--- config.mk ---
export PLATFORM = sky130hd
export DESIGN_NAME = wb_commit_queue_flat
export DESIGN_NICKNAME = d
export VERILOG_FILES = /design/src/rtl/wb_pkg.sv /design/src/rtl/wb_commit_queue_if.sv /design/src/rtl/wb_fwd_match.sv /design/src/rtl/wb_commit_queue.sv /design/src/flat_wrapper.sv
export SDC_FILE = /design/constraint.sdc
export NUM_CORES = 1
export LEC_CHECK = 0
export ABC_AREA = 1
export ABC_CLOCK_PERIOD_IN_PS = 7500
export BUFFER_PORTS_ARGS = -buffer_cell sky130_fd_sc_hd__buf_2
export CORE_UTILIZATION = 45
export CTS_BUF_LIST = sky130_fd_sc_hd__clkbuf_2
export DETAILED_ROUTE_END_ITERATION = 8
export SETUP_SLACK_MARGIN = 0.05
export SYNTH_ARGS = -nofsm -noshare
export SYNTH_HDL_FRONTEND = slang
export SYNTH_HIERARCHICAL = 1
export SYNTH_SLANG_ARGS = --single-unit
--- constraint.sdc ---
create_clock -name clk -period 7.5 [get_ports clk]
set_input_delay 0.375 -clock clk [delete_from_list [all_inputs] [get_ports clk]]
set_output_delay 0.375 -clock clk [all_outputs]
set_load 0.02 [all_outputs]
--- src/rtl/wb_pkg.sv ---
// ============================================================
// Package : wb_pkg -- shared types/constants for the commit queue
// Rev     : 1.0
// ============================================================
`default_nettype none

package wb_pkg;

    localparam int WB_DATA_W = 32;
    localparam int WB_ADDR_W = 6;
    localparam logic [WB_ADDR_W-1:0] WB_ZERO_REG = '0;

    typedef struct packed {
        logic [WB_ADDR_W-1:0] dest;
        logic [WB_DATA_W-1:0] data;
    } wb_entry_t;

    typedef enum logic [0:0] {
        WB_IDLE = 1'b0,
        WB_RUN  = 1'b1
    } wb_state_e;

    // Occupancy needs one bit more than the pointers so "full" is representable.
    function automatic int wb_cnt_w(input int depth);
        return $clog2(depth) + 1;
    endfunction

endpackage

`default_nettype wire

--- src/rtl/wb_commit_queue_if.sv ---
// ============================================================
// Interface : wb_commit_queue_if -- result handshake, bank port, snoop
// Rev       : 1.0
// ============================================================
`default_nettype none

interface wb_commit_queue_if
    import wb_pkg::*;
#(
    parameter int DATA_W = WB_DATA_W,
    parameter int ADDR_W = WB_ADDR_W,
    parameter int DEPTH  = 4
) ();

    localparam int CNT_W = wb_cnt_w(DEPTH);

    logic              res_valid;
    logic              res_ready;
    logic              res_we;
    logic [ADDR_W-1:0] res_dest;
    logic [DATA_W-1:0] res_data;
    logic              hold;
    logic [ADDR_W-1:0] RegEscr;
    logic              EscrReg;
    logic [DATA_W-1:0] datain;
    logic [ADDR_W-1:0] RegLe1;
    logic [ADDR_W-1:0] RegLe2;
    logic              fwd1_hit;
    logic [DATA_W-1:0] fwd1_data;
    logic              fwd2_hit;
    logic [DATA_W-1:0] fwd2_data;
    logic              empty;
    logic [CNT_W-1:0]  count;

    modport slave (
        input  res_valid, res_we, res_dest, res_data, hold, RegLe1, RegLe2,
        output res_ready, RegEscr, EscrReg, datain,
               fwd1_hit, fwd1_data, fwd2_hit, fwd2_data, empty, count
    );

    modport master (
        output res_valid, res_we, res_dest, res_data, hold, RegLe1, RegLe2,
        input  res_ready, RegEscr, EscrReg, datain,
               fwd1_hit, fwd1_data, fwd2_hit, fwd2_data, empty, count
    );

endinterface

`default_nettype wire

--- src/rtl/wb_fwd_match.sv ---
// ============================================================
// Module : wb_fwd_match -- youngest-match search over age-ordered entries
// Rev    : 1.0
// ============================================================
`default_nettype none

module wb_fwd_match
    import wb_pkg::*;
#(
    parameter int DEPTH  = 4,
    parameter int DATA_W = WB_DATA_W,
    parameter int ADDR_W = WB_ADDR_W
) (
    input  logic [DEPTH-1:0]             ent_vld,
    input  logic [DEPTH-1:0][ADDR_W-1:0] ent_dest,
    input  logic [DEPTH-1:0][DATA_W-1:0] ent_data,
    input  logic [ADDR_W-1:0]            addr,
    output logic                         hit,
    output logic [DATA_W-1:0]            hit_data
);

    // Index 0 is the oldest entry; later matches override earlier ones.
    always_comb begin
        hit      = 1'b0;
        hit_data = '0;
        for (int i = 0; i < DEPTH; i++) begin
            if (ent_vld[i] && (ent_dest[i] == addr) && (addr != ADDR_W'(WB_ZERO_REG))) begin
                hit      = 1'b1;
                hit_data = ent_data[i];
            end
        end
    end

endmodule

`default_nettype wire

--- src/rtl/wb_commit_queue.sv ---
// ============================================================
// Module : wb_commit_queue -- buffered register-bank write initiator
// Rev    : 1.0
// ============================================================
`default_nettype none

module wb_commit_queue
    import wb_pkg::*;
#(
    parameter int DATA_W = WB_DATA_W,
    parameter int ADDR_W = WB_ADDR_W,
    parameter int DEPTH  = 4
) (
    input  logic               clk,
    input  logic               rst_n,
    wb_commit_queue_if.slave   bus
);

    localparam int PTR_W = $clog2(DEPTH);
    localparam int CNT_W = wb_cnt_w(DEPTH);

    typedef struct packed {
        logic [ADDR_W-1:0] dest;
        logic [DATA_W-1:0] data;
    } entry_t;

    entry_t           mem [DEPTH];
    logic [DEPTH-1:0] vld;
    logic [PTR_W-1:0] head;
    logic [PTR_W-1:0] tail;
    logic [CNT_W-1:0] cnt;
    wb_state_e        state;

    logic ready;
    logic is_empty;
    logic push;
    logic pop;

    assign ready    = (cnt < CNT_W'(DEPTH));
    assign is_empty = (cnt == '0);
    // Register 0 and non-writing results are acknowledged but never stored.
    assign push     = bus.res_valid && ready && bus.res_we
                      && (bus.res_dest != ADDR_W'(WB_ZERO_REG));
    assign pop      = !is_empty && !bus.hold && (state == WB_RUN);

    always_ff @(posedge clk or negedge rst_n) begin
        if (!rst_n) begin
            for (int i = 0; i < DEPTH; i++) begin
                mem[i] <= '0;
            end
            vld   <= '0;
            head  <= '0;
            tail  <= '0;
            cnt   <= '0;
            state <= WB_IDLE;
        end else begin
            if (push) begin
                mem[tail] <= '{dest: bus.res_dest, data: bus.res_data};
                vld[tail] <= 1'b1;
                tail      <= tail + 1'b1;
            end
            if (pop) begin
                vld[head] <= 1'b0;
                head      <= head + 1'b1;
            end
            case ({push, pop})
                2'b10:   cnt <= cnt + 1'b1;
                2'b01:   cnt <= cnt - 1'b1;
                default: cnt <= cnt;
            endcase
            case (state)
                WB_IDLE: if (push) state <= WB_RUN;
                WB_RUN:  if (pop && !push && (cnt == CNT_W'(1))) state <= WB_IDLE;
                default: state <= WB_IDLE;
            endcase
        end
    end

    assign bus.res_ready = ready;
    assign bus.EscrReg   = pop;
    assign bus.RegEscr   = is_empty ? '0 : mem[head].dest;
    assign bus.datain    = is_empty ? '0 : mem[head].data;
    assign bus.empty     = is_empty;
    assign bus.count     = cnt;

    // Present entries oldest-first so the matcher's last hit is the youngest.
    logic [DEPTH-1:0]             ord_vld;
    logic [DEPTH-1:0][ADDR_W-1:0] ord_dest;
    logic [DEPTH-1:0][DATA_W-1:0] ord_data;

    for (genvar i = 0; i < DEPTH; i++) begin : g_age
        logic [PTR_W-1:0] idx;
        assign idx         = head + PTR_W'(i);
        assign ord_vld[i]  = vld[idx];
        assign ord_dest[i] = mem[idx].dest;
        assign ord_data[i] = mem[idx].data;
    end

    wb_fwd_match #(
        .DEPTH  (DEPTH),
        .DATA_W (DATA_W),
        .ADDR_W (ADDR_W)
    ) u_fwd1 (
        .ent_vld  (ord_vld),
        .ent_dest (ord_dest),
        .ent_data (ord_data),
        .addr     (bus.RegLe1),
        .hit      (bus.fwd1_hit),
        .hit_data (bus.fwd1_data)
    );

    wb_fwd_match #(
        .DEPTH  (DEPTH),
        .DATA_W (DATA_W),
        .ADDR_W (ADDR_W)
    ) u_fwd2 (
        .ent_vld  (ord_vld),
        .ent_dest (ord_dest),
        .ent_data (ord_data),
        .addr     (bus.RegLe2),
        .hit      (bus.fwd2_hit),
        .hit_data (bus.fwd2_data)
    );

endmodule

`default_nettype wire

--- src/flat_wrapper.sv ---
// flat-port wrapper written by rule: the top's interface ports become plain ports
module wb_commit_queue_flat import wb_pkg::*;
#(
    parameter int DATA_W = WB_DATA_W,
    parameter int ADDR_W = WB_ADDR_W,
    parameter int DEPTH  = 4
)
  (clk, rst_n, bus_res_valid, bus_res_we, bus_res_dest, bus_res_data, bus_hold, bus_RegLe1, bus_RegLe2, bus_res_ready, bus_RegEscr, bus_EscrReg, bus_datain, bus_fwd1_hit, bus_fwd1_data, bus_fwd2_hit, bus_fwd2_data, bus_empty, bus_count);
  wb_commit_queue_if #(.DATA_W(DATA_W), .ADDR_W(ADDR_W), .DEPTH(DEPTH)) bus_i ();
  input  logic clk;
  input  logic rst_n;
  input wire logic [$bits(bus_i.res_valid)-1:0] bus_res_valid;
  input wire logic [$bits(bus_i.res_we)-1:0] bus_res_we;
  input wire logic [$bits(bus_i.res_dest)-1:0] bus_res_dest;
  input wire logic [$bits(bus_i.res_data)-1:0] bus_res_data;
  input wire logic [$bits(bus_i.hold)-1:0] bus_hold;
  input wire logic [$bits(bus_i.RegLe1)-1:0] bus_RegLe1;
  input wire logic [$bits(bus_i.RegLe2)-1:0] bus_RegLe2;
  output wire logic [$bits(bus_i.res_ready)-1:0] bus_res_ready;
  output wire logic [$bits(bus_i.RegEscr)-1:0] bus_RegEscr;
  output wire logic [$bits(bus_i.EscrReg)-1:0] bus_EscrReg;
  output wire logic [$bits(bus_i.datain)-1:0] bus_datain;
  output wire logic [$bits(bus_i.fwd1_hit)-1:0] bus_fwd1_hit;
  output wire logic [$bits(bus_i.fwd1_data)-1:0] bus_fwd1_data;
  output wire logic [$bits(bus_i.fwd2_hit)-1:0] bus_fwd2_hit;
  output wire logic [$bits(bus_i.fwd2_data)-1:0] bus_fwd2_data;
  output wire logic [$bits(bus_i.empty)-1:0] bus_empty;
  output wire logic [$bits(bus_i.count)-1:0] bus_count;
  assign bus_i.res_valid = bus_res_valid;
  assign bus_i.res_we = bus_res_we;
  assign bus_i.res_dest = bus_res_dest;
  assign bus_i.res_data = bus_res_data;
  assign bus_i.hold = bus_hold;
  assign bus_i.RegLe1 = bus_RegLe1;
  assign bus_i.RegLe2 = bus_RegLe2;
  assign bus_res_ready = bus_i.res_ready;
  assign bus_RegEscr = bus_i.RegEscr;
  assign bus_EscrReg = bus_i.EscrReg;
  assign bus_datain = bus_i.datain;
  assign bus_fwd1_hit = bus_i.fwd1_hit;
  assign bus_fwd1_data = bus_i.fwd1_data;
  assign bus_fwd2_hit = bus_i.fwd2_hit;
  assign bus_fwd2_data = bus_i.fwd2_data;
  assign bus_empty = bus_i.empty;
  assign bus_count = bus_i.count;
  wb_commit_queue #(.DATA_W(DATA_W), .ADDR_W(ADDR_W), .DEPTH(DEPTH)) u_core (.clk(clk), .rst_n(rst_n), .bus(bus_i));
endmodule
---- After elaboration in Yosys (flattened, before gate mapping) ----
Cells that the tools add are included.
storage, ports and cells
  flip-flop bits (word level) ............. 164
  bits in latches ......................... 0
  RAM bits ................................ 0
  bits in read-only memories .............. 0
  input port bits ......................... 55
  output and inout bits ................... 110
  memories ................................ 0
operators by class
  $add $sub $neg .......................... 6
  multipliers ............................. 0
  divide/modulo/power cells ............... 0
  order comparisons ....................... 14
  equal/unequal tests ..................... 11
  shift operators ......................... 0
  muxes and demuxes ....................... 51
  bitwise logic cells ..................... 9
  reduce and logical (&&, ||, !) cells .... 34
operators by type and width
  operator             number
  $mux 38              9
  $bmux 38 s2          4
  $mux 32              9
  $bwmux 152           1
  $demux 38 s2         1
  $eq 6x6->1           8
  $logic_and 1x1->1    26
  $reduce_bool 6->1    3
  $mux 1               16
  $ge 3x3->1 const B   5
  $lt 2x3->1 const B   5
  $not 2->3            5
  $bmux 1 s2           4
  $mux 4               2
  $mux 6               1
  $pmux 3 s2           1
  $add 2x1->2 const B  2
  $add 2x2->2 const B  2
  $and 4x4->4          1
  $demux 1 s2          2
  $ge 2x1->1 const B   2
  $not 4->4            1
  $or 4x4->4           1
  $add 3x1->3 const B  1
  other kinds (11)     13

---- Logic depth before layout (Yosys ltp) ----
Gate-level depths: netlist of the first run.
  word-level depth ........................ 11
  mapped depth ............................ 21
  mapped depth without buffers ............ 16

---- Modules after synthesis ----
Netlist of the first run, hierarchy kept.
by module, submodules not included
  module           times used  cells an instance  area each (um^2)
  wb_commit_queue  1           1611               10787.8
  wb_fwd_match     2           421                1889.3

---- Worst setup path before layout of the first run ----
OpenSTA, ideal clock, no wires.
  path kind ............................... reg-to-output
  start point ............................. register u_core.head[1]
  end point ............................... output bus_fwd1_data[10]
  arrival ................................. 3.249 ns
  required time ........................... 7.125 ns
  setup slack ............................. 3.876 ns
  stages on the path, launching flop included .. 20
  buffers on the path ..................... 7
  path through ............................ dfrtp_1 > inv_2 > buf_2 > buf_4 > buf_2 > ha_1 > buf_2 > clkbuf_1 > buf_1 > nand2_1 > o21ai_0 > inv_1 > nand2_1 > nand2_1 > nor3_1 > nand3_1 > clkbuf_1 > nand2_1 > nand2_1 > a21oi_1
RTL lines
  element                 line                   source
  from (decl)             wb_commit_queue.sv:29  logic [PTR_W-1:0] head;
  from (signal assigned)  wb_commit_queue.sv:64  head <= head + 1'b1;
  to (decl)               flat_wrapper.sv:24     output wire logic [$bits(bus_i.fwd1_data)-1:0] bus_fwd1_data;

---- Final worst setup path of the first run ----
  start point ............................. register u_core.head[0]
  end point ............................... output bus_fwd1_data[21]
on the way
  longest elaborated chain between the ends .. 11
ends and longest elaborated chain
  element                                      line                                          source
  $add 2x1->2 *                                wb_commit_queue.sv:93                         assign idx = head + PTR_W'(i);
  net u_core.g_age[1].idx[1]                   wb_commit_queue.sv:92                         logic [PTR_W-1:0] idx;
  $not 2->3 (implied by the code)              wb_commit_queue.sv:95, wb_commit_queue.sv:96
  $bmux 38 s2                                  wb_commit_queue.sv:95, wb_commit_queue.sv:96
  $mux 38 (implied by the code) (2 in series)  wb_commit_queue.sv:95                         assign ord_dest[i] = mem[idx].dest;
  $eq 6x6->1                                   wb_fwd_match.sv:27                            if (ent_vld[i] && (ent_dest[i] == addr) && (addr != ADDR_W'(WB_ZERO_REG))) begin
  $logic_and 1x1->1 (2 in series)              wb_fwd_match.sv:27
  $mux 32 * (3 in series)                      wb_fwd_match.sv:27
Mark *: on every way through the listed nets, which the timed path passes. The rest lies on a longest branch. The select of a mux whose other input is x is not followed.

==> impl_results.md, run 1 <==
- Area of the die: 0.0331 mm^2
- Fmax: 0.157 GHz
- First-pass GRT wire length: 85,900 um
- Setup slack of the worst register-to-register path: 4.66 ns
- Post-detailed-route via-to-cell ratio: 5.71
- Utilization of the core after routing: 0.497
- Final #Nets: 2,585
- LEAKAGE: 8.35 nW
- Number of nets still failing antenna checks after routing: 0
- Critical Path Slowest Stage Cell: dfrtp_4
- Count of buffers added by post-CTS timing repair for setup: 0
- Nature of the critical path endpoint: primary output
- Cell row count: 65
- Met3 Use GR: 0.0714
- Length in cells of the worst reg-to-reg path: 7
- Ports placed on the boundary: 165
- Level count of the clock H-tree: 4
- Min Hold Slack: 0.146 ns
- Crit-path max FO: 127
- Sequential element share of the synthesized area: 0.282
- Worst Setup Start Kind: register
- Data arrival time of the critical path: 6.01 ns
- Worst R2R Start: u_core/bus.count[2]
- Delay of the slowest critical-path stage: 1.16 ns
- Busiest grt layer: met1
- Total grt overflow: 0
- Clock transition at the registers of the reported paths: 0.25 ns
- Clock root buffer master: clkbuf_2
- PwrDens: 541 mW/mm^2
- Estimated wirelength of the detail-placed design: 39,300 um
- Cell-by-cell trace of the critical path: inv_2 -> ha_2 -> buf_4 -> o21ai_0 -> nand2_1 -> nand4_1 -> nor2_1 -> nand3_1 -> buf_4 -> nor2_1 -> a21oi_1 -> buf_2
- Library cell with the largest summed area after synthesis: dfrtp_1
- Multi-input combinational cell area: 0.00853 mm^2
- Rel. slew slack: 0.216
- Critical Path Source: u_core/head[0]
- Post-synthesis cell area: 0.0146 mm^2
- Unrepaired setup endpoints after global routing: no
- Fraction of layout instances using a drive strength above 1: 0.108
- Netlist cell types: 31
- DRC violations left: 0
- Fill cell instance count of the final layout: 3,377
- Slew @ Worst Pin: 1.17 ns
- Post-synthesis instance total: 2,453
- Average footprint of a synthesized cell: 5.94 um^2
- Overall Global Routing Usage: 0.336
- Number of pins with negative max-slew slack in the final report: 0
- Min cycle time layout: 6.38 ns
- Hold WC Path Type: in2reg
- Yosys Warn Count: 6
- Maximum root-to-sink buffer count: 2
- Final TNS setup: 0 ns
- Number of vias in the routed layout: 16,742
- Die boundary height: 182 um
- Number of iterations in the first detailed-routing pass: 8
- Clock tree from TritonCTS: done
- Die Span X: 182 um
- Worst path top cell family by delay: buffers and inverters
- Commonest cells in the netlist: nand2_1 (875), o21ai_0 (242), inv_1 (222)
- Post-Syn Nets: 2,521
- Worst-case setup margin in the final layout: 1.12 ns
- Worst-case clock skew: 0.0502 ns
- Final wirelength: 55,900 um
- Setup slack after placement: 2.04 ns
- Total power: 8.53 mW
- Count of clock tree sinks: 164
- Number of flip-flops and latches in the synthesized netlist: 164
- Endpoint of the worst-slack reg-to-reg timing path: u_core/mem[18]
- Area Growth Syn to Fin: 8.19%
- Hold bufs inserted after CTS: 44
- Share of the clock period used by the worst path after layout: 0.851
- Status: completed
- Classification of the worst setup path: reg2out
- Share of Yosys cell area claimed by the top area cell type: 0.282
- Proportion of register bits with asynchronous set or reset after synthesis: 1.00
- Maximum VDD drop: 0.000378 V
- Met1 Resource Use GR: 0.571
- DR WL/cell: 19.1 um
- Core outline area: 0.0317 mm^2
- Pin count of the biggest net entering global routing: 146
- Synth Flop Type: dfrtp_1
- Number of gates resized after CTS: 0
- Number of violations of the max-capacitance limit: 0
- Final Hold Fails: 0
- Critical path capture point: bus_fwd1_data[21]
- Port-buffer cells: 164
- Vias in the first global route: 14,089
- Cell depth of the worst setup path: 12
- Synth area leaders: dfrtp_1 (28%), nand2_1 (23%), nand4_1 (9.4%), o21ai_0 (8.3%), a21oi_1 (6.5%)
- Setup violation total in the final timing report: 0
- Weighted congestion at the end of routability-driven global placement: 0.923
- Sequential cell area: 0.00411 mm^2
- Initial DRC Count: 2,324
- Number of antenna violations at the first check in global routing: 1
- Most frequent cell after synthesis: nand2_1
- Initial core utilization: 0.459
- Clock insertion delay at the later pin of the skew report: 0.78 ns
- Routing usage on met2: 0.423
- Number of flops mapped to enable cells by yosys: 0
- Buffer and inverter count on the worst path: 4
- Critical path required time: 7.12 ns
- Number of buffers added by the clock tree synthesis step: 17
## worst reg2reg max path, stage by stage, from the launching register on
cell     delay (ns)
dfrtp_1        0.48
inv_2          0.10
nand2_2        0.06
nor2_4         0.41
buf_4          0.54
buf_4          0.83
nand4_1        0.22
nand2_1        0.12
## worst min path at each step
stage	from	endpoint	slack, ns	cells after the start
2_1_floorplan	rst_n	u_core/bus.count[0]	0.08	0
3_3_place_gp	u_core/mem[60]	u_core/mem[60]	0.45	2
3_5_place_dp	u_core/mem[106]	u_core/mem[106]	0.46	2
4_1_cts	bus_hold	u_core/head[0]	0.06	4
5_1_grt	bus_hold	u_core/head[0]	0.07	4
6_report	bus_hold	u_core/head[0]	0.15	4
## where the power goes
group	internal [mW]	switching (mW)	total, mW
registers	1.32	0.458	1.77
logic	1.64	4.68	6.32
clock network	0.0939	0.341	0.434
total	3.05	5.48	8.53
## registers in the layout, indices dropped and copies added (netlist names)
name	cells
u_core/tail	2
u_core/mem	152
u_core/head	2
u_core/vld	4
u_core/bus.count	3
u_core/state	1
## metal layers
metal / wire length (um) / vias up
met1: 28200 / 7715
met4: 354 / 0
li1: - / 8109
met5: 0 / -
met3: 6630 / 26
met2: 20700 / 892
## cell usage in the layout, fill, tap and decap left out, drive strengths merged
cell         instances
buf                195
clkinv               5
or2                 14
xnor2                8
dlygate4sd3         44
inv                247
nand2              877
diode                1
a21oi              190
xor2                 5
ha                  13
nand3b               1
o21a                 2
dfrtp              164
nor2               163
clkinvlp             5
nand4              218
nor3                 6
nand3               33
clkbuf              17
o21ai              323
## metrics by stage
stage	cell area, um^2	instances
after floorplan	14600	2453
after CTS	15800	2932
after global placement	15100	2856
after detailed placement	15100	2856
after global routing	15800	2933
final	15800	2933
## kinds of logic (layout without fill, tap and decap cells)
| kind of cell | count (synthesis) | count (layout) | synth area share |
|---|---|---|---|
| AOI/OAI and AO/OA | 515 | 515 | 0.178 |
| other | 0 | 1 | 0 |
| buffers and inverters | 436 | 513 | 0.136 |
| xor gates and xnor gates | 13 | 13 | 0.00782 |
| and+or+nand+nor | 1312 | 1312 | 0.385 |
| adders and majority gates | 13 | 13 | 0.0112 |
| DFF | 164 | 164 | 0.282 |
## cell type report
cell class                      instances  area share
Antenna cell                            1    0.000159
Clock buffer                           17     0.00540
Clock inverter                         15     0.00762
Inverter                              242      0.0578
Multi-Input combinational cell       1853       0.541
Sequential cell                       164       0.261
Tap cell                              402      0.0319
Timing Repair Buffer                  239      0.0952
(Power assumes the default switching activity.)
==> run 2, diff against run 1 <==
--- a/config.mk
+++ b/config.mk
@@ -5,7 +5,6 @@
 export SDC_FILE = /design/constraint.sdc
 export NUM_CORES = 1
 export LEC_CHECK = 0
-export ABC_AREA = 1
 export ABC_CLOCK_PERIOD_IN_PS = 7500
 export BUFFER_PORTS_ARGS = -buffer_cell sky130_fd_sc_hd__buf_2
 export CORE_UTILIZATION = 45
==> run 2 against run 1 <==
  * First-iteration DRC count decreased by 42%
  * Synthesized cell count decreased by 52%
  * Area after synthesis decreased by 4.1%
  * Sequential power increased by 5%
  * Routed wire length decreased by 20%
  * Cell count decreased by 42%
  * Critical endpoint is now bus_fwd2_data[3]
  * Largest power group unchanged
==> impl_results.md, run 2 <==
- Number of buffers added by the clock tree synthesis step: 17
- Cell row count: 64
- Unrepaired setup endpoints after global routing: no
- Commonest cells in the netlist: dfrtp_1 (164), mux4_2 (156), nand4_1 (126)
- Classification of the worst setup path: reg2out
- Number of iterations in the first detailed-routing pass: 5
- Hold WC Path Type: in2reg
- Total grt overflow: 0
- Level count of the clock H-tree: 4
- Estimated wirelength of the detail-placed design: 26,500 um
- Post-Syn Nets: 1,244
- Die Span X: 178 um
- Delay of the slowest critical-path stage: 0.78 ns
- Maximum VDD drop: 0.000367 V
- Number of flip-flops and latches in the synthesized netlist: 164
- Die boundary height: 178 um
- Area Growth Syn to Fin: 10.4%
- Worst hold endpoint: u_core/tail[0]
- Port-buffer cells: 164
- Register with the most flip-flops: u_core/mem
- Pin count of the biggest net entering global routing: 102
- Average footprint of a synthesized cell: 11.9 um^2
- Critical Path Source: u_core/head[0]
- Data arrival time of the critical path: 5.43 ns
- Number of cells in the design after placement: 1,614
- Clock root buffer master: clkbuf_2
- Critical Path Slowest Stage Cell: dfrtp_4
- Buffer and inverter count on the worst path: 3
- Area of the die: 0.0318 mm^2
- Netlist cell types: 38
- Ports placed on the boundary: 165
- Final Hold Fails: 0
- Post-synthesis instance total: 1,176
- Total power: 7.33 mW
- Top library cells by usage in the layout, fill and taps aside: buf_2 (163), dfrtp_1 (162), mux4_2 (156)
- Rel. slew slack: 0.116
- Number of flops mapped to enable cells by yosys: 0
- Final #Nets: 1,345
- Worst Hold Depth: 4
- Status: completed
- Endpoint of the worst-slack reg-to-reg timing path: u_core/vld[3]
- DR WL/cell: 26.5 um
- Synth Flop Type: dfrtp_1
- Post-synthesis cell area: 0.0140 mm^2
- Setup slack after placement: 2.53 ns
- Share of Yosys cell area claimed by the top area cell type: 0.294
- Number of gates resized after CTS: 0
- Initial DRC Count: 1,347
- Final TNS setup: 0 ns
- Library cell with the largest summed area after synthesis: dfrtp_1
- Number of pins with negative max-slew slack in the final report: 0
- Sequential element share of the synthesized area: 0.294
- Synth area leaders: dfrtp_1 (29%), mux4_2 (25%), mux2_2 (9.5%), nand4_1 (5.6%), o211a_1 (4.2%)
- Final wirelength: 44,600 um
- Worst R2R Start: u_core/head[0]
- Most frequent cell after synthesis: dfrtp_1
- Worst-case clock skew: 0.0354 ns
- Weighted congestion at the end of routability-driven global placement: 0.837
- Initial core utilization: 0.457
- Clock tree from TritonCTS: done
- Number of vias in the routed layout: 11,550
- LEAKAGE: 6.18 nW
- Number of violations of the max-capacitance limit: 0
- Share of the clock period used by the worst path after layout: 0.774
- Clock insertion delay at the later pin of the skew report: 0.74 ns
- Clock transition at the registers of the reported paths: 0.21 ns
- Worst-case setup margin in the final layout: 1.69 ns
- Number of antenna violations at the first check in global routing: 2
- First-pass GRT wire length: 67,800 um
- Post-detailed-route via-to-cell ratio: 6.85
- Worst Setup Start Kind: register
- Fill cell instance count of the final layout: 2,787
- DRC violations left: 0
- Start point of the worst hold path: bus_res_valid
- Fin cells: 1,687
- Crit-path max FO: 33
- Proportion of register bits with asynchronous set or reset after synthesis: 1.00
- Nature of the critical path endpoint: primary output
- Overall Global Routing Usage: 0.285
- Critical path required time: 7.12 ns
- Leading cell type in the layout, fill and taps excluded: buf_2
- Slew @ Worst Pin: 1.33 ns
- Worst path top cell family by delay: simple AND/OR/NAND/NOR gates
- Fmax: 0.172 GHz
- Count of clock tree sinks: 164
- Setup violation total in the final timing report: 0
- Cell-by-cell trace of the critical path: inv_1 -> ha_4 -> mux4_2 -> xor2_1 -> nor3_4 -> buf_4 -> and3_4 -> o221a_1 -> o21ai_1 -> buf_2
- Length in cells of the worst reg-to-reg path: 4
- Vias in the first global route: 11,274
- Setup slack of the worst register-to-register path: 4.33 ns
- Number of nets still failing antenna checks after routing: 0
- Fraction of layout instances using a drive strength above 1: 0.427
- Maximum root-to-sink buffer count: 2
- Core outline area: 0.0306 mm^2
- Utilization of the core after routing: 0.504
- Largest register FFs: 152
- Yosys Warn Count: 6
- PwrDens: 475 mW/mm^2
- Min cycle time layout: 5.81 ns
## run 2: cell count changes after synthesis, moves of 148 or more
cell / delta
mux4_2: +156
nor2_1: -148
o21ai_0: -179
inv_1: -215
a21oi_1: -190
nand2_1: -799
## run 2: cells by family after synthesis
| logic type | Yosys count | share of synthesized area |
|---|---|---|
| AOI/OAI and AO/OA | 206 | 0.0997 |
| adders and majority gates | 13 | 0.0116 |
| DFF | 164 | 0.294 |
| and+or+nand+nor | 278 | 0.117 |
| muxes | 311 | 0.386 |
| buffers and inverters | 151 | 0.0588 |
| xor gates and xnor gates | 53 | 0.0332 |
## run 2: cell type report
type                            count  area [um^2]  area share
Clock inverter                     11          159      0.0103
Clock buffer                       20          100     0.00649
Timing Repair Buffer              226         1390      0.0902
Sequential cell                   164         4110       0.266
Tap cell                          396          495      0.0321
Inverter                            7         26.3     0.00170
Multi-Input combinational cell    861         9140       0.592
Antenna cell                        2         5.00    0.000324
## run 2: per-stage QoR
stage	cell area (um^2)	hold slack, ns
after floorplan	14000	0.0794
after global placement	14800	0.473
after detailed placement	14800	0.484
after CTS	15400	0.0590
after global routing	15400	0.0764
final	15400	0.113
## run 2: worst reg2reg max path: stages (launching register included)
cell and delay [ns]:
dfrtp_4 0.78, buf_4 0.94, buf_4 0.99, ha_1 0.30
a2bb2oi_1 0.06
## run 2: repair_timing
item,in CTS,in global routing
setup buffers,0,0
hold buffers,40,0
endpoints found under the hold margin,257,0
setup endpoints to repair,0,0
## run 2: worst max-delay path by stage
stage	endpoint	slack, ns	cells after the start
2_1_floorplan	bus_fwd1_data[0]	3.08	18
3_3_place_gp	bus_fwd2_data[3]	2.57	10
3_5_place_dp	bus_fwd2_data[3]	2.53	10
4_1_cts	bus_fwd2_data[3]	1.69	10
5_1_grt	bus_fwd2_data[3]	1.44	10
6_report	bus_fwd2_data[3]	1.69	10
## run 2: metal layers
layer	track usage	routed length, um	up-vias
met1	0.389	18100	5936
met3	0.0494	4050	89
met5	0.00481	0	-
li1	-	-	4832
met2	0.462	21500	693
met4	0.0915	1010	0
## run 2: where the power goes
part	switching (mW)	internal, mW
logic	2.51	2.42
clock network	0.319	0.218
registers	0.554	1.30
==> run 3, diff against run 2 <==
--- a/config.mk
+++ b/config.mk
@@ -5,11 +5,12 @@
 export SDC_FILE = /design/constraint.sdc
 export NUM_CORES = 1
 export LEC_CHECK = 0
-export ABC_CLOCK_PERIOD_IN_PS = 7500
+export ABC_CLOCK_PERIOD_IN_PS = 4950
 export BUFFER_PORTS_ARGS = -buffer_cell sky130_fd_sc_hd__buf_2
 export CORE_UTILIZATION = 45
 export CTS_BUF_LIST = sky130_fd_sc_hd__clkbuf_2
 export DETAILED_ROUTE_END_ITERATION = 8
+export PLACE_DENSITY = 0.67
 export SETUP_SLACK_MARGIN = 0.05
 export SYNTH_ARGS = -nofsm -noshare
 export SYNTH_HDL_FRONTEND = slang
==> constraint.sdc (replaced) <==
create_clock -name clk -period 4.95 [get_ports clk]
set_input_delay 0.2475 -clock clk [delete_from_list [all_inputs] [get_ports clk]]
set_output_delay 0.2475 -clock clk [all_outputs]
set_load 0.02 [all_outputs]
==> run 3 against run 2 <==
  * Worst hold slack lost 0.11 ns
  * Combinational power rose by 51%
  * First-iteration DRC count is 12% lower
  * Critical path depth shrank 1
  * Cell count is 0.95% higher
  * Critical endpoint is now bus_fwd1_data[17]
  * Worst setup slack got worse by 1.4 ns
  * Critical path type unchanged
  * Die area is the same
==> impl_results.md, run 3 (synthesis results as in run 2) <==
- Largest register FFs: 152
- Fmax: 0.215 GHz
- Level count of the clock H-tree: 4
- Core outline area: 0.0306 mm^2
- Total grt overflow: 0
- Clock transition at the registers of the reported paths: 0.26 ns
- Port-buffer cells: 164
- Register with the most flip-flops: u_core/mem
- Number of iterations in the first detailed-routing pass: 6
- Worst Setup Start Kind: register
- Leading cell type in the layout, fill and taps excluded: buf_2
- Count of clock tree sinks: 164
- Fin cells: 1,703
- Number of pins with negative max-slew slack in the final report: 0
- Number of nets still failing antenna checks after routing: 0
- Final TNS setup: 0 ns
- Status: completed
- Initial core utilization: 0.457
- Min cycle time layout: 4.65 ns
- PwrDens: 707 mW/mm^2
- Classification of the worst setup path: reg2out
- Number of buffers added by the clock tree synthesis step: 17
- LEAKAGE: 6.24 nW
- Share of the clock period used by the worst path after layout: 0.940
- Unrepaired setup endpoints after global routing: no
- Die Span X: 178 um
- Vias in the first global route: 11,359
- Ports placed on the boundary: 165
- Critical path required time: 4.70 ns
- Top library cells by usage in the layout, fill and taps aside: buf_2 (163), dfrtp_1 (162), mux4_2 (156)
- Clock root buffer master: clkbuf_2
- Area of the die: 0.0318 mm^2
- Die boundary height: 178 um
- Number of cells in the design after placement: 1,623
- Slew @ Worst Pin: 0.974 ns
- Overall Global Routing Usage: 0.268
- Area Growth Syn to Fin: 11.3%
- Setup violation total in the final timing report: 0
- Number of vias in the routed layout: 11,585
- Clock tree from TritonCTS: done
- Pin count of the biggest net entering global routing: 135
- Maximum root-to-sink buffer count: 2
- DR WL/cell: 24.7 um
- Maximum VDD drop: 0.000573 V
- Estimated wirelength of the detail-placed design: 26,700 um
- Final #Nets: 1,359
- Final Hold Fails: 0
- Fraction of layout instances using a drive strength above 1: 0.433
- Initial DRC Count: 1,179
- DRC violations left: 0
- Clock insertion delay at the later pin of the skew report: 0.79 ns
- Cell row count: 64
- Nature of the critical path endpoint: primary output
- Fill cell instance count of the final layout: 2,716
- First-pass GRT wire length: 64,900 um
- Crit-path max FO: 33
- Number of violations of the max-capacitance limit: 0
- Data arrival time of the critical path: 4.40 ns
- Number of antenna violations at the first check in global routing: 3
- Min Hold Slack: 0.00776 ns
- Hold WC Path Type: in2async
- Final wirelength: 42,100 um
- Rel. slew slack: 0.351
- Post-detailed-route via-to-cell ratio: 6.80
- Weighted congestion at the end of routability-driven global placement: 0.849
- Worst-case clock skew: 0.0333 ns
## run 3: final cells by class
| cell class | count | area, um^2 | area share |
|---|---|---|---|
| Clock buffer | 17 | 85.1 | 0.00547 |
| Tap cell | 396 | 495 | 0.0319 |
| Timing Repair Buffer | 239 | 1520 | 0.0978 |
| Sequential cell | 164 | 4110 | 0.264 |
| Inverter | 7 | 26.3 | 0.00169 |
| Clock inverter | 15 | 146 | 0.00941 |
| Antenna cell | 3 | 7.51 | 0.000483 |
| Multi-Input combinational cell | 862 | 9160 | 0.589 |
## run 3: layer usage
metal | vias up | wire length [um] | track usage
met5 | - | 0 | 0
met4 | 0 | 1330 | 0.101
met3 | 122 | 4270 | 0.0524
met2 | 763 | 19700 | 0.425
met1 | 5837 | 16800 | 0.363
li1 | 4863 | - | -
## run 3: final timing paths
kind	endpoint	startpoint	cells after the start	slack, ns
worst max-delay path	bus_fwd1_data[17]	u_core/head[0]	9	0.30
worst min-delay path	u_core/mem[2]	rst_n	2	0.008
max in group asynchronous	u_core/mem[45]	rst_n	3	3.79
worst min register to register	u_core/state	u_core/state	1	0.50
worst max register to register	u_core/mem[45]	u_core/tail[0]	6	2.36
min in group clk	u_core/mem[39]	bus_res_data[1]	3	0.25
## run 3: critical path: stages, from the launching register on
cell and delay, ns:
dfrtp_4 0.66, inv_2 0.12, ha_4 0.41, mux4_2 0.56, xnor2_1 0.17, and4_4 0.56, and3_4 0.56, o211a_1 0.22
o21ai_1 0.13, buf_2 0.19
## run 3: power by group
part,internal (mW),switching [mW],total [mW]
clock,0.200,0.552,0.752
sequential,1.97,0.825,2.79
combinational,3.72,3.73,7.45
## run 3: what timing repair did
action | 4_1_cts | 5_1_grt
buffers inserted | 1 | 0
cloned | 0 | 1
hold buffers | 43 | 0
setup endpoints to repair | 31 | 30
hold endpoints to repair | 230 | 0
pin swaps | 0 | 3
resized for setup | 1 | 5
## run 3: through the flow
stage | setup WS [ns] | power [mW] | utilization | instance area [um^2]
3_5_place_dp | 0.898 | 10.1 | 0.485 | 14800
2_1_floorplan | 0.655 | 8.37 | - | 14000
6_report | 0.299 | 11.0 | 0.508 | 15500
5_1_grt | 0.111 | 11.7 | 0.508 | 15500
3_3_place_gp | 0.954 | 9.97 | 0.485 | 14800
4_1_cts | 0.149 | 11.0 | 0.508 | 15500
